===== config.mk =====
export PLATFORM = sky130hd
export DESIGN_NAME = btn_cmd_gen_flat
export DESIGN_NICKNAME = d
export VERILOG_FILES = /design/src/rtl/game_pkg.sv /design/src/rtl/btn_cmd_gen_if.sv /design/src/rtl/btn_cmd_gen_debounce.sv /design/src/rtl/btn_cmd_gen.sv /design/src/flat_wrapper.sv
export SDC_FILE = /design/constraint.sdc
export NUM_CORES = 1
export LEC_CHECK = 0
export ABC_AREA = 1
export CORE_AREA = 10 10 134 136
export CTS_CLUSTER_DIAMETER = 40
export DETAILED_ROUTE_END_ITERATION = 16
export DIE_AREA = 0 0 144 146
export PLACE_DENSITY = 0.64
export SYNTH_ARGS = -nofsm -noshare
export SYNTH_HDL_FRONTEND = slang
export SYNTH_SLANG_ARGS = --single-unit
export TNS_END_PERCENT = 10

===== constraint.sdc =====
create_clock -name clk -period 5.9 [get_ports clk]
set_input_delay 1.18 -clock clk [delete_from_list [all_inputs] [get_ports clk]]
set_output_delay 1.18 -clock clk [all_outputs]
set_load 0.01 [all_outputs]

===== src/rtl/game_pkg.sv =====
// Shared definitions between the 2048 game core and its command front end.
// State encoding and {start,btn} bit mapping live here so both sides agree.
package game_pkg;

    typedef enum logic [1:0] {
        IDLE,
        PULSE,
        WAIT_REL,
        GAP
    } state_e;

    localparam int CMD_UP    = 0;
    localparam int CMD_DOWN  = 1;
    localparam int CMD_LEFT  = 2;
    localparam int CMD_RIGHT = 3;
    localparam int CMD_START = 4;
    localparam int N_CMD     = 5;

    // Keep only the highest-index set bit: start beats btn[3] beats ... btn[0].
    function automatic logic [N_CMD-1:0] pick_cmd(
        input logic [N_CMD-1:0] p
    );
        logic [N_CMD-1:0] r;
        r = '0;
        for (int i = 0; i < N_CMD; i++) begin
            if (p[i]) begin
                r    = '0;
                r[i] = 1'b1;
            end
        end
        return r;
    endfunction

endpackage


===== src/rtl/btn_cmd_gen_if.sv =====
// Button/command bundle between the board buttons and the game core.
// master drives the raw buttons, slave is the command generator.
interface btn_cmd_gen_if;
    logic [3:0] btn_raw;
    logic       start_raw;
    logic [3:0] btn;
    logic       start;
    logic       busy;

    modport master (
        output btn_raw, start_raw,
        input  btn, start, busy
    );

    modport slave (
        input  btn_raw, start_raw,
        output btn, start, busy
    );
endinterface


===== src/rtl/btn_cmd_gen_debounce.sv =====
// One raw button: 2-FF sync, hold-time debounce, registered rise pulse.
// The rise pulse lags the debounced level by one cycle.
module btn_debounce #(
    parameter int DB_CYC = 1_000_000
) (
    input  logic clk,
    input  logic rst,
    input  logic raw_i,
    output logic level_o,
    output logic rise_o
);
    localparam int CW = $clog2(DB_CYC + 1);

    logic          s1_q;
    logic          s2_q;
    logic          db_q;
    logic          db_dly_q;
    logic          rise_q;
    logic [CW-1:0] cnt_q;
    logic [CW-1:0] cnt_d;
    logic          db_d;

    // Count consecutive disagreeing cycles; flip the level on the last one.
    always_comb begin
        cnt_d = cnt_q;
        db_d  = db_q;
        if (s2_q == db_q) begin
            cnt_d = '0;
        end else if (cnt_q >= CW'(DB_CYC - 1)) begin
            cnt_d = '0;
            db_d  = ~db_q;
        end else begin
            cnt_d = cnt_q + CW'(1);
        end
    end

    // Synchroniser, debounce state and rise detect.
    always_ff @(posedge clk or posedge rst) begin
        if (rst) begin
            s1_q     <= 1'b0;
            s2_q     <= 1'b0;
            db_q     <= 1'b0;
            db_dly_q <= 1'b0;
            rise_q   <= 1'b0;
            cnt_q    <= '0;
        end else begin
            s1_q     <= raw_i;
            s2_q     <= s1_q;
            db_q     <= db_d;
            cnt_q    <= cnt_d;
            db_dly_q <= db_q;
            rise_q   <= db_q & ~db_dly_q;
        end
    end

    assign level_o = db_q;
    assign rise_o  = rise_q;
endmodule


===== src/rtl/btn_cmd_gen.sv =====
// Turns five bouncy buttons into clean one-hot fixed-width command pulses.
// One command per press; presses outside IDLE are dropped, not queued.
module btn_cmd_gen
    import game_pkg::*;
#(
    parameter int DB_CYC    = 1_000_000,
    parameter int PULSE_CYC = 4,
    parameter int HOLDOFF   = 16
) (
    input  logic         clk,
    input  logic         rst,
    btn_cmd_gen_if.slave bus
);
    localparam int PW = (PULSE_CYC > 1) ? $clog2(PULSE_CYC) : 1;
    localparam int GW = (HOLDOFF > 1) ? $clog2(HOLDOFF) : 1;

    logic [N_CMD-1:0] raw;
    logic [N_CMD-1:0] lvl;
    logic [N_CMD-1:0] press;
    logic             any_down;

    state_e           state_q;
    logic [N_CMD-1:0] cmd_q;
    logic             busy_q;
    logic [PW-1:0]    pcnt_q;
    logic [GW-1:0]    gcnt_q;

    assign raw = {bus.start_raw, bus.btn_raw};

    for (genvar i = 0; i < N_CMD; i++) begin : g_db
        btn_debounce #(
            .DB_CYC (DB_CYC)
        ) u_db (
            .clk     (clk),
            .rst     (rst),
            .raw_i   (raw[i]),
            .level_o (lvl[i]),
            .rise_o  (press[i])
        );
    end

    assign any_down = |lvl;

    // Command FSM; outputs come straight from registers.
    always_ff @(posedge clk or posedge rst) begin
        if (rst) begin
            state_q <= IDLE;
            cmd_q   <= '0;
            busy_q  <= 1'b0;
            pcnt_q  <= '0;
            gcnt_q  <= '0;
        end else begin
            unique case (state_q)
                IDLE: begin
                    if (|press) begin
                        cmd_q   <= pick_cmd(press);
                        busy_q  <= 1'b1;
                        pcnt_q  <= '0;
                        state_q <= PULSE;
                    end
                end
                PULSE: begin
                    if (int'(pcnt_q) >= PULSE_CYC - 1) begin
                        cmd_q   <= '0;
                        state_q <= WAIT_REL;
                    end else begin
                        pcnt_q <= pcnt_q + PW'(1);
                    end
                end
                WAIT_REL: begin
                    if (!any_down) begin
                        gcnt_q  <= '0;
                        state_q <= GAP;
                    end
                end
                GAP: begin
                    if (HOLDOFF == 0 ||
                        int'(gcnt_q) >= HOLDOFF - 1) begin
                        busy_q  <= 1'b0;
                        state_q <= IDLE;
                    end else begin
                        gcnt_q <= gcnt_q + GW'(1);
                    end
                end
                default: begin
                    cmd_q   <= '0;
                    busy_q  <= 1'b0;
                    state_q <= IDLE;
                end
            endcase
        end
    end

    assign bus.btn   = cmd_q[CMD_RIGHT:CMD_UP];
    assign bus.start = cmd_q[CMD_START];
    assign bus.busy  = busy_q;
endmodule

===== src/flat_wrapper.sv =====
// flat-port wrapper written by rule: the top's interface ports become plain ports
module btn_cmd_gen_flat import game_pkg::*;
#(
    parameter int DB_CYC    = 1_000_000,
    parameter int PULSE_CYC = 4,
    parameter int HOLDOFF   = 16
)
  (clk, rst, bus_btn_raw, bus_start_raw, bus_btn, bus_start, bus_busy);
  btn_cmd_gen_if bus_i ();
  input  logic clk;
  input  logic rst;
  input wire logic [$bits(bus_i.btn_raw)-1:0] bus_btn_raw;
  input wire logic [$bits(bus_i.start_raw)-1:0] bus_start_raw;
  output wire logic [$bits(bus_i.btn)-1:0] bus_btn;
  output wire logic [$bits(bus_i.start)-1:0] bus_start;
  output wire logic [$bits(bus_i.busy)-1:0] bus_busy;
  assign bus_i.btn_raw = bus_btn_raw;
  assign bus_i.start_raw = bus_start_raw;
  assign bus_btn = bus_i.btn;
  assign bus_start = bus_i.start;
  assign bus_busy = bus_i.busy;
  btn_cmd_gen #(.DB_CYC(DB_CYC), .PULSE_CYC(PULSE_CYC), .HOLDOFF(HOLDOFF)) u_core (.clk(clk), .rst(rst), .bus(bus_i));
endmodule

==> results of run 1 <==
state kept, by name, indices dropped and copies added, names as in the netlist, 4 cells and up:
register and flops:
u_core.g_db.u_db.s2_q 5, u_core.gcnt_q 4, u_core.g_db.u_db.s1_q 5, u_core.g_db.u_db.level_o 5, u_core.g_db.u_db.cnt_q 100, u_core.g_db.u_db.rise_o 5, u_core.cmd_q 5, u_core.g_db.u_db.db_dly_q 5
final cells by class:
| type | instances | area (µm²) | share of cell area, % |
|---|---|---|---|
| Clock buffer | 17 | 425 | 5.09 |
| Clock inverter | 13 | 154 | 1.84 |
| Timing Repair Buffer | 13 | 128 | 1.53 |
| Inverter | 99 | 377 | 4.51 |
| Tap cell | 192 | 240 | 2.87 |
| Multi-Input combinational cell | 685 | 3560 | 42.5 |
| Sequential cell | 139 | 3480 | 41.6 |
metrics by stage:
step           utilization (%)  instance area (µm²)  hold slack (ps)
4_1_cts                   54.0                 8360              348
6_report                  54.0                 8360              348
3_5_place_dp              50.2                 7780              335
5_1_grt                   54.0                 8360              358
3_3_place_gp              50.2                 7780              335
2_1_floorplan                -                 7520              331
kinds of logic (layout without fill, tap and decap cells):
logic type	count (synthesis)	after routing	share of synthesized area, %
AOI/OAI and AO/OA	43	43	3.35
xor gates and xnor gates	65	65	7.57
adders and majority gates	11	11	1.83
buffers and inverters	110	142	6.41
DFF	139	139	46.3
and+or+nand+nor	566	566	34.6
layer usage:
metal / track usage [%] / part of all wire [%] / vias to the layer above
li1: - / - / 2923
met1: 19.2 / 52 / 2528
met2: 20.8 / 44 / 50
met3: 3.72 / 2.9 / 15
met4: 4.55 / 1.3 / 0
met5: 0 / 0 / -
Yosys cell counts (5+ instances only):
cell	instances	area (µm²)
nand3_1	64	320
nor2_4	7	78.8
xor2_1	45	394
o21ai_0	22	110
dfrtp_1	139	3480
nand2_2	5	31.3
nand4_1	9	56.3
nand3_2	5	50.1
nor2_2	95	594
inv_2	6	22.5
buf_6	8	90.1
xnor2_1	20	175
nor2_1	139	522
ha_1	11	138
a21oi_1	6	30.0
nand3b_1	7	52.6
inv_1	93	349
nand2_1	230	863
o21bai_1	11	82.6
power by group through the flow:
stage	clock (mW)	combinational, mW	sequential, mW
floorplan	0	0.0529	0.989
global placement	0	0.0625	0.991
detailed placement	0	0.0627	0.991
CTS	1.08	0.0632	0.974
global route	1.12	0.0701	0.976
finish	1.06	0.0603	0.974
worst max-delay path by stage:
stage | to | depth (start not counted) | slack, ps
after global routing | u_core.g_db[0].u_db.s2_q | 3 | 3260
final | bus_btn[1] | 1 | 3390
after CTS | bus_btn[1] | 1 | 3350
after floorplan | u_core.bus.busy | 1 | 1000
after global placement | u_core.g_db[2].u_db.cnt_q[8] | 3 | 3000
after detailed placement | u_core.g_db[0].u_db.level_o | 3 | 2990
==> impl_summary.md, run 1 <==
Floorplanning
During I/O placement, the number of pins put on the boundary was 13. The number of rows in the core area is 46. The die width is between 100 and 150 µm. The floorplan step defined a die boundary enclosing 21000 µm². Once the floorplan was initialized, standard cells occupied about half of the core.

Measured along the y axis, the die boundary spans 146 µm. The core region area is between 15000 and 20000 µm².

Cells and area
In the layout the commonest cells are nand2_1, nor2_1, dfrtp_1, nor2_2, inv_1. Once layout is complete, the cells apart from fillers number around 1.2k. The proportion of layout cells with a drive suffix above 1 is 15.7%.

The leading cell type in the layout, fill and taps excluded is nand2_1. The final net count is just under 1k. The layout has about 1.4k filler cells.

Compared with the post-synthesis result, the final layout area differs by 11.2%. The number of antenna diodes in the final layout is 0.

Placement
The detailed-placement wirelength estimate is between 9 and 10 mm. Buffers placed on the I/O ports in this run total 12. The congestion estimate from routability-driven global placement came to around 0.85. The number of placed instances, taps included is roughly 1.1k. The pre-CTS worst setup slack is between 2000 and 3000 ps.

Timing
The final setup TNS is 0 ps. The worst setup slack after layout is between 3000 and 4000 ps. Between clock sinks in the finished design, the worst skew comes to 7.56 ps. The final hold violation count is 0. The number of max-slew violations in the final report was 0. The highest achievable clock rate is around 400 MHz. For the pin with the worst max-slew slack, the measured transition is about 930 ps. The post-route fraction of the period consumed by the critical path is 42.6%.

The smallest clock period supported by the final layout is computed as between 2000 and 3000 ps. Measured against its own limit, the worst slew margin works out to around 38%. Setup repair after global routing left no endpoint under its margin. Setup violations remaining at the end of the flow were counted as 0.

Critical path
Among all stages on the critical path, the largest delay is contributed by clkdlybuf4s50_1. Walking the worst path, the cells encountered are clkdlybuf4s50_1. The destination of the worst register-to-register timing path is u_core.g_db[3].u_db.cnt_q[4]. The number of buffers and inverters on the critical path is 1. The depth of the worst register-to-register path is 8. The data required time of the worst path is 4720 ps. The worst setup path startpoint is u_core.cmd_q[1]. The worst setup path is captured at a primary output.

The maximum fanout along the worst path is 2. On the critical path the largest part of the delay comes from buffers and inverters. The worst endpoint data arrival time is around 1300 ps. The largest stage delay on the critical path is approximately 550 ps.

The kind of start point of the critical path is a register. For flop-to-flop paths, the worst setup slack is about 4000 ps. The worst setup path is of the register to primary output kind. The source of the worst register-to-register timing path is u_core.g_db[3].u_db.cnt_q[0].

Pwr
The switching share of power is a little over a fifth. The share of power burned in combinational logic is 2.9%. The worst-case IR drop observed on VDD is 0.205 mV. After layout, the design draws a total of between 2 and 2.5 mW. In this run the static leakage power is ~3.6 nW. The power dissipated by switching net loads is about 0.45 mW. The fraction of power consumed by the clock network is between 50% and 60%.

The internal portion of total power is about 1.6 mW. Sequential cells account for 46.6% of the total power. The power per standard cell area is between 200 and 300 nW/µm².

Worst hold path
The startpoint of the lowest-slack hold path is u_core.g_db[3].u_db.s1_q. In this run the worst hold path is classified as register to register. Along the worst hold path, the cell count comes to 0. For hold timing, the worst endpoint is u_core.g_db[3].u_db.s2_q.

Clock network
Counting every sink on the clock net gives between 100 and 150. The clock-pin slew of the registers on the worst-case setup and hold paths is around 60 ps. The clock reaches the later pin of the worst-skew pair after 420 ps. The CTS H-tree depth is 4.

The maximum root-to-sink buffer count is 2. The number of buffers inserted for hold repair after clock tree synthesis is 0. The tree is rooted in a clkbuf_16. The CTS tree is done. Once the clock tree was built, the setup fixing pass inserted 0 buffers. Counting the buffers created by CTS gives 17.

Gates resized during post-CTS repair numbered 0.

Synthesis
The total of warnings raised by yosys is 0. Synthesis produced a netlist whose cell count is 934. The cell area after synthesis is ~7500 µm².

The number of flops mapped to enable cells by yosys is 0. The proportion of register bits with asynchronous set or reset after synthesis is 100%. The number of flip-flops and latches in the synthesized netlist is roughly 140.

The average cell area after synthesis is ~8 µm². The synthesized net count is around 950. Summing the sequential cell areas from Yosys gives roughly 46% of the chip area.

In the synthesized netlist the dominant register cell turns out to be dfrtp_1. The count of unique library cells instantiated by Yosys is 28.

Global route
The maximum number of pins on one net before global-route repair is 105. The final global-route overflow total is 0. The aggregate global-route resource usage is between 10% and 20%. The global-route wire length before repair is roughly 24 mm.

The number of global-route vias before repair came to roughly 5.4k. The initial antenna violation count came to 0.

Drt
Summing over every cut layer, the via total after detailed routing is 5516. The total routed wirelength is roughly 13 mm. The via-per-instance ratio is approximately 4.8. The number of iterations in the first detailed-routing pass is 4. Once detail routing completed, the nets flagged for antenna violations numbered 0.

The post-detailed-route DRC marker count is 0. The detail-routed net length per standard cell is between 10 and 15 µm. For this block, the initial DRC count from the detailed router was between 200 and 300.

Flow run
The max capacitance violation total is 0.

Run status
The run finished with clean final reports.
No activity file was read; power rests on OpenSTA's default activity.
==> inputs of run 2 (changes only) <==
==> constraint.sdc (replaced) <==
create_clock -name clk -period 2.45 [get_ports clk]
set_input_delay 0.49 -clock clk [delete_from_list [all_inputs] [get_ports clk]]
set_output_delay 0.49 -clock clk [all_outputs]
set_load 0.01 [all_outputs]
==> run 2 against run 1 <==
Compared with the run above:
- clock power rose by 130%
- combinational power rose to 2.6 times the previous value
- setup slack got worse by 2800 ps
- die area did not move
- sequential power rose by 140%
- clock skew fell by 1.3 ps
- critical path type unchanged
- largest cell class unchanged
==> impl_summary.md, run 2 (synthesized netlist as in run 1, its figures left out) <==
Run status
The flow ran to the end, and the final reports show no timing, DRC or antenna violations.

Floorplanning
The number of rows in the core area is 46 (unchanged). The overall die area came to 21000 µm² (unchanged). The core region area is 15500 µm² (unchanged). The die outline height came to 146 µm (unchanged). The die width was 144 µm (unchanged). The number of I/O pins is 13 (unchanged). The initial core utilization came to 48.5% (unchanged).

Critical path
The class of the most critical setup path is register to primary output. The most critical setup path has its endpoint at bus_btn[0]. The element type at the critical path end is a primary output. The depth of the worst register-to-register path is 7 (-1).

The largest individual stage delay along the critical path comes from the cell clkdlybuf4s50_1. The worst endpoint data arrival time came to 1350 ps (+20 ps). The kind of start point of the critical path is a register. The largest stage delay on the critical path is 550 ps (about the same).

The family with the most delay on the worst path is buffers and inverters. The number of cells on the critical path is 1 (unchanged). The number of buffers and inverters on the critical path is 1 (unchanged). The startpoint identified for the worst register-to-register timing path is u_core.g_db[0].u_db.cnt_q[0]. The signal on the critical path passes through clkdlybuf4s50_1. The endpoint identified for the worst register-to-register timing path is u_core.g_db[0].u_db.cnt_q[11]. The most critical setup path has its startpoint at u_core.cmd_q[0]. The data required time of the worst path is 1960 ps (-2760 ps).

The internal reg-to-reg setup slack is 770 ps (-3120 ps). The maximum fanout along the worst path is 2 (unchanged).

Pwr
The static leakage power is 3.67 nW (+0.91%). The peak supply drop was 0.488 mV (+140%). The post-layout total power is 4.98 mW (+140%).

The power per standard cell area was 592 nW/µm² (+140%).

Timing
The number of max-slew violations in the final report was 0 (unchanged). The final hold violation count is 0 (unchanged). Counting I/O delays and the setup requirement, the final critical path takes ~1800 ps. The setup-violating endpoint count in the final report came to 0 (unchanged). The highest achievable clock rate is approximately 540 MHz.

The maximum clock skew at final layout is 6.29 ps (-1.26 ps). The post-route fraction of the period consumed by the critical path is 75.2%. The worst setup slack after layout is 608 ps (-2780 ps).

Setup repair after global routing left no endpoint under its margin. The final setup TNS is 0 ps (unchanged). The slew of the pin with the lowest slew margin came to 381 ps (-551 ps).

The relative slew slack is 74.6% (+37 points).

Clock network
The post-cts sizing count was 0 (unchanged). The CTS tree is done. The clock latency on the worst-skew pair was 420 ps (about the same). The cell at the root of the clock tree is clkbuf_16. The maximum root-to-sink buffer count is 2 (unchanged). The clock-pin slew of the registers on the worst-case setup and hold paths is 60 ps (about the same). The CTS buffer count is 17 (unchanged). The CTS H-tree depth is 4 (unchanged). The post-CTS repair timing setup buffer count is 0 (unchanged). The number of buffers inserted for hold repair after clock tree synthesis was 0 (unchanged).

The number of clock sinks is 139 (unchanged).

Global route
The global-route wire length before repair is 23.8 mm (-1.8%). The final global-route overflow total is 0 (unchanged). The number of global-route vias before repair is 5283 (-2.0%). The aggregate global-route resource usage is 13.8% (-0.17 points). The maximum number of pins on one net before global-route repair is 73 (-30%). The initial antenna violation count was 0 (unchanged).

Drt
The post-detailed-route DRC marker count was 0 (unchanged). The final antenna-violating net count was 0 (unchanged). The number of iterations in the first detailed-routing pass is 4 (unchanged). The total routed wirelength was 13.4 mm (-0.44%). The overall via count from detail_route is 5524 (+0.15%). The detailed router's first-iteration violation count is 325 (+19%).

The via-per-instance ratio is 4.74 (-0.54%). The detail-routed net length per standard cell is 11.5 µm (-1.1%).

Cells and area
The filler cell count is 1400 (-0.78%). The flip-flop count of the largest register, all copies and words added is 100 (unchanged). The antenna diode count is 0 (unchanged). The post-synthesis to final-layout area growth is 12.1%.

The library cells used most frequently in the layout, excluding fill and tap cells, are nand2_1, nor2_1, dfrtp_1, nor2_2, inv_1. The area of all sequential standard cells is 3480 µm² (unchanged). The final net count came to 980 (+0.72%). The total area of multi-input combinational cells is 3560 µm² (unchanged). The register with the most flip-flops in the final layout is u_core.g_db.u_db.cnt_q. The proportion of layout cells with a drive suffix above 1 is 16.1% (+0.38 points).

The leading cell type in the layout, fill and taps excluded is nand2_1.

Worst hold path
The startpoint of the lowest-slack hold path is u_core.g_db[0].u_db.s1_q. The path category of the worst min-delay check is register to register.

Placement
The detailed-placement wirelength estimate came to 9.40 mm (+1.5%). The placer congestion estimate is 0.810 (-5.0%). The pre-CTS worst setup slack is 754 ps (-2240 ps). The port buffer count is 12 (unchanged).

Flow run
The max capacitance violation total came to 0 (unchanged).
## run 2: changes by cell type in the layout (fill, tap and decap cells not counted), sizes merged
cell      before  now
buf            1    8
clkbuf        17   23
clkinv         9    5
bufinv         3    2
clkinvlp       1    2
inv           99   98
## run 2: stage by stage
step	std cells	instance area [µm²]	util, %	hold slack, ps
6_report	1166	8430	54.4	350
5_1_grt	1166	8430	54.4	362
4_1_cts	1166	8430	54.4	358
3_5_place_dp	1135	7860	50.7	344
3_3_place_gp	1135	7860	50.7	332
2_1_floorplan	934	7520	-	331
## run 2: how the worst min path moves through the flow
stage | cells after the start | endpoint | slack [ps]
2_1_floorplan | 0 | u_core.g_db[0].u_db.s2_q | 330
3_3_place_gp | 0 | u_core.g_db[0].u_db.s2_q | 330
3_5_place_dp | 0 | u_core.g_db[0].u_db.s2_q | 340
4_1_cts | 0 | u_core.g_db[0].u_db.s2_q | 360
5_1_grt | 0 | u_core.g_db[0].u_db.s2_q | 360
6_report | 0 | u_core.g_db[0].u_db.s2_q | 350
## run 2: area by class of cell
class                           instances  share of cell area (%)
Clock buffer                           23                    5.67
Multi-Input combinational cell        685                    42.2
Sequential cell                       139                    41.3
Clock inverter                          8                    1.10
Timing Repair Buffer                   20                    2.44
Tap cell                              192                    2.85
Inverter                               99                    4.46
## run 2: metal layers
metal | vias to the layer above | routed length, µm | GRT usage (%)
met5 | - | 0 | 0
met4 | 0 | 210 | 5.82
met3 | 21 | 327 | 2.94
met2 | 44 | 5940 | 20.2
met1 | 2512 | 6910 | 19.1
li1 | 2947 | - | -
## run 2: report_power, final
part	internal [mW]	total (mW)	switching [mW]
Clock	1.56	2.48	0.917
Sequential	2.33	2.35	0.0210
Combinational	0.0501	0.158	0.108
==> inputs of run 3 (changes only) <==
--- a/config.mk
+++ b/config.mk
@@ -10,7 +10,7 @@
 export CTS_CLUSTER_DIAMETER = 40
 export DETAILED_ROUTE_END_ITERATION = 16
 export DIE_AREA = 0 0 144 146
-export PLACE_DENSITY = 0.64
+export PLACE_DENSITY = 0.67
 export SYNTH_ARGS = -nofsm -noshare
 export SYNTH_HDL_FRONTEND = slang
 export SYNTH_SLANG_ARGS = --single-unit
==> constraint.sdc (replaced) <==
create_clock -name clk -period 1.55 [get_ports clk]
set_input_delay 0.31 -clock clk [delete_from_list [all_inputs] [get_ports clk]]
set_output_delay 0.31 -clock clk [all_outputs]
set_load 0.01 [all_outputs]
==> run 3 against run 2 <==
Compared with the run above:
- clock-buffer cell count shrank 2
- design area rose by 6.7%
- die area did not move
- critical endpoint is now u_core.g_db[1].u_db.cnt_q[6]
- non-clock buffer count increased by 30
==> impl_summary.md, run 3 (synthesized netlist as in run 1, its figures left out) <==
Drt
The total met3 wirelength after detailed routing is 485 µm (+48%). The via-per-instance ratio came to 4.84 (+2.1%). The overall via count from detail_route is 5790 (+4.8%). The detail-routed net length per standard cell came to 12.0 µm (+4.7%).

The number of iterations in the first detailed-routing pass is 5 (+1). The highest metal layer with signal wires is met4. The met1 layer wirelength in the final routing is 7.07 mm (+2.3%). The detailed router's first-iteration violation count was 296 (-8.9%). The total routed wirelength is 14.4 mm (+7.5%). The post-detailed-route DRC marker count is 0 (unchanged). The sum of met2 wire segment lengths after detailed routing is 6.69 mm (+13%). The final antenna-violating net count was 0 (unchanged).

Timing
After layout, the worst path uses 95.3% of the clock period. The number of max-slew violations in the final report is 0 (unchanged). After layout, the minimum clock period comes to 1480 ps. The setup-violating endpoint count in the final report is 0 (unchanged).

Derived from the worst setup path, the maximum achievable clock frequency is roughly 680 MHz. The slew of the pin with the lowest slew margin is 399 ps (+18.1 ps). The maximum clock skew at final layout is 7.97 ps (+1.68 ps).

The final setup TNS is 0 ps (unchanged). The final hold violation count is 0 (unchanged). The relative slew slack is 73.1% (-1.5 points).

Critical path
The critical path in this run is classified as register to register. The worst endpoint data arrival time is 1770 ps (+420 ps). The worst setup path is launched from a register. The data required time of the worst path is 1850 ps (-110 ps). Traced cell by cell, the critical path runs through ha_2, nand2_1, nor2_4, buf_4, nand3_1, xor2_1, nor2_2.

The depth of the worst register-to-register path was 7 (unchanged). The number of cells on the critical path is 7 (+6). The element type at the critical path end is a register. Grouping stages by cell kind, the critical path spends the most delay in simple AND/OR/NAND/NOR gates.

The number of buffers and inverters on the critical path is 1 (unchanged). The maximum fanout along the worst path is 4 (+2). The source of the worst register-to-register timing path is u_core.g_db[1].u_db.cnt_q[0].

The standard cell with the maximum stage delay on the critical path is dfrtp_1. The largest stage delay on the critical path was 380 ps (-170 ps). The destination of the worst register-to-register timing path is u_core.g_db[1].u_db.cnt_q[6]. The internal reg-to-reg setup slack is 70 ps (-700 ps).

Pwr
The post-layout total power is 8.67 mW (+74%). The static leakage power is 3.98 nW (+8.4%). The peak supply drop is 0.788 mV (+61%). The power per standard cell area came to 965 nW/µm² (+63%).

Clock network
TritonCTS built the clock tree. The CTS buffer count came to 17 (unchanged). The number of clock sinks is 139 (unchanged). The clock latency on the worst-skew pair is 420 ps (about the same).

The clock-pin slew of the registers on the worst-case setup and hold paths came to 60 ps (about the same). The maximum root-to-sink buffer count is 2 (unchanged). The CTS H-tree depth is 4 (unchanged). The number of buffers inserted for hold repair after clock tree synthesis is 0 (unchanged). CTS placed an instance of clkbuf_16 at the clock tree root.

Cells and area
The final net count was 1010 (+3.1%). Relative to the synthesized area, the layout overhead comes to 19.6%. The leading cell type in the layout, fill and taps excluded is nand2_1. In the layout the commonest cells are nand2_1, dfrtp_1, nor2_1, nor2_2, inv_1. The proportion of layout cells with a drive suffix above 1 was 21.3% (+5.2 points). The filler cell count is 1382 (-1.3%). More flip-flops sit in one register than any other, and that register is u_core.g_db.u_db.cnt_q.

The final standard cell count with taps included and fillers excluded is 1197 (+2.7%). The flip-flop count of the largest register, all copies and words added is 100 (unchanged). The share of the core filled with cells came to 58.0% (+3.6 points). The antenna diode count is 0 (unchanged).

Floorplanning
The core region area was 15500 µm² (unchanged). The number of rows in the core area is 46 (unchanged). The die width is 144 µm (unchanged). The die outline height is 146 µm (unchanged). The overall die area is 21000 µm² (unchanged).

The initial core utilization is 48.5% (unchanged). The number of I/O pins is 13 (unchanged).

Placement
The number of placed instances, taps included is 1156 (+1.9%). The placer congestion estimate is 0.858 (+6.0%). The port buffer count is 12 (unchanged). The detailed-placement wirelength estimate is 10.0 mm (+6.5%).

Flow run
The max capacitance violation total came to 0 (unchanged).

Global route
The global-route wire length before repair was 24.8 mm (+4.2%). The aggregate global-route resource usage is 14.3% (+0.50 points). The initial antenna violation count is 0 (unchanged). The number of global-route vias before repair is 5410 (+2.4%).

The maximum number of pins on one net before global-route repair was 43 (-41%). The final global-route overflow total came to 0 (unchanged).

Run status
The flow ran to the end, and the final reports show no timing, DRC or antenna violations.

Worst hold path
The path category of the worst min-delay check is primary input to asynchronous set/reset pin.
run 3: changes by cell type in the layout (fill, tap and decap cells not counted), sizes merged:
cell and delta:
dlygate4sd2 +6, buf +29, clkinv -1, clkbuf -1
clkdlybuf4s50 -6, bufinv +4
run 3: stage by stage:
| stage | area [µm²] | setup WS [ps] | hold slack (ps) |
|---|---|---|---|
| 6_report | 8990 | 73.3 | 179 |
| 3_3_place_gp | 8110 | 50.8 | 338 |
| 2_1_floorplan | 7520 | -495 | 331 |
| 4_1_cts | 8790 | 14.5 | 164 |
| 3_5_place_dp | 8110 | 8.44 | 337 |
| 5_1_grt | 8990 | -14.5 | 186 |
run 3: worst register-to-register path, cell delays in order, from the launching register on:
cell and delay, ps:
dfrtp_1 380, ha_2 190, nand2_1 80, nor2_4 190
buf_4 150, nand3_1 90, xor2_1 220, nor2_2 60
run 3: worst max-delay path by stage:
stage	from	end	slack (ps)
4_1_cts	u_core.g_db[3].u_db.cnt_q[0]	u_core.g_db[3].u_db.cnt_q[14]	10
2_1_floorplan	rst	u_core.bus.busy	-500
3_5_place_dp	u_core.state_q[0]	u_core.cmd_q[0]	8
6_report	u_core.g_db[1].u_db.cnt_q[0]	u_core.g_db[1].u_db.cnt_q[6]	70
5_1_grt	u_core.g_db[3].u_db.cnt_q[0]	u_core.g_db[3].u_db.cnt_q[14]	-10
3_3_place_gp	u_core.state_q[0]	u_core.cmd_q[1]	50
run 3: power by group:
part           internal, mW  leakage [nW]  switching [mW]  total [mW]
Sequential             3.68          1.90          0.0333        3.71
Combinational         0.138          1.75           0.193       0.331
Clock                  3.10         0.327            1.53        4.64
run 3: what timing repair did:
action | in CTS | in global routing
endpoints found under the hold margin | 0 | 0
resized for setup | 7 | 38
buffers inserted | 0 | 6
endpoints found under the setup margin | 7 | 105
pin swaps | 0 | 9
cloned | 0 | 3
run 3: layout make-up:
| class | count | area (µm²) | area share, % |
|---|---|---|---|
| Clock inverter | 11 | 215 | 2.39 |
| Tap cell | 192 | 240 | 2.67 |
| Clock buffer | 21 | 460 | 5.12 |
| Timing Repair Buffer | 50 | 546 | 6.07 |
| Sequential cell | 139 | 3480 | 38.7 |
| Inverter | 99 | 375 | 4.18 |
| Multi-Input combinational cell | 685 | 3670 | 40.8 |
run 3: per-layer routing:
layer,global-route usage (%),vias up
met2,21.2,78
met5,0,-
li1,-,3012
met1,19.6,2689
met3,3.95,11
met4,4.65,0
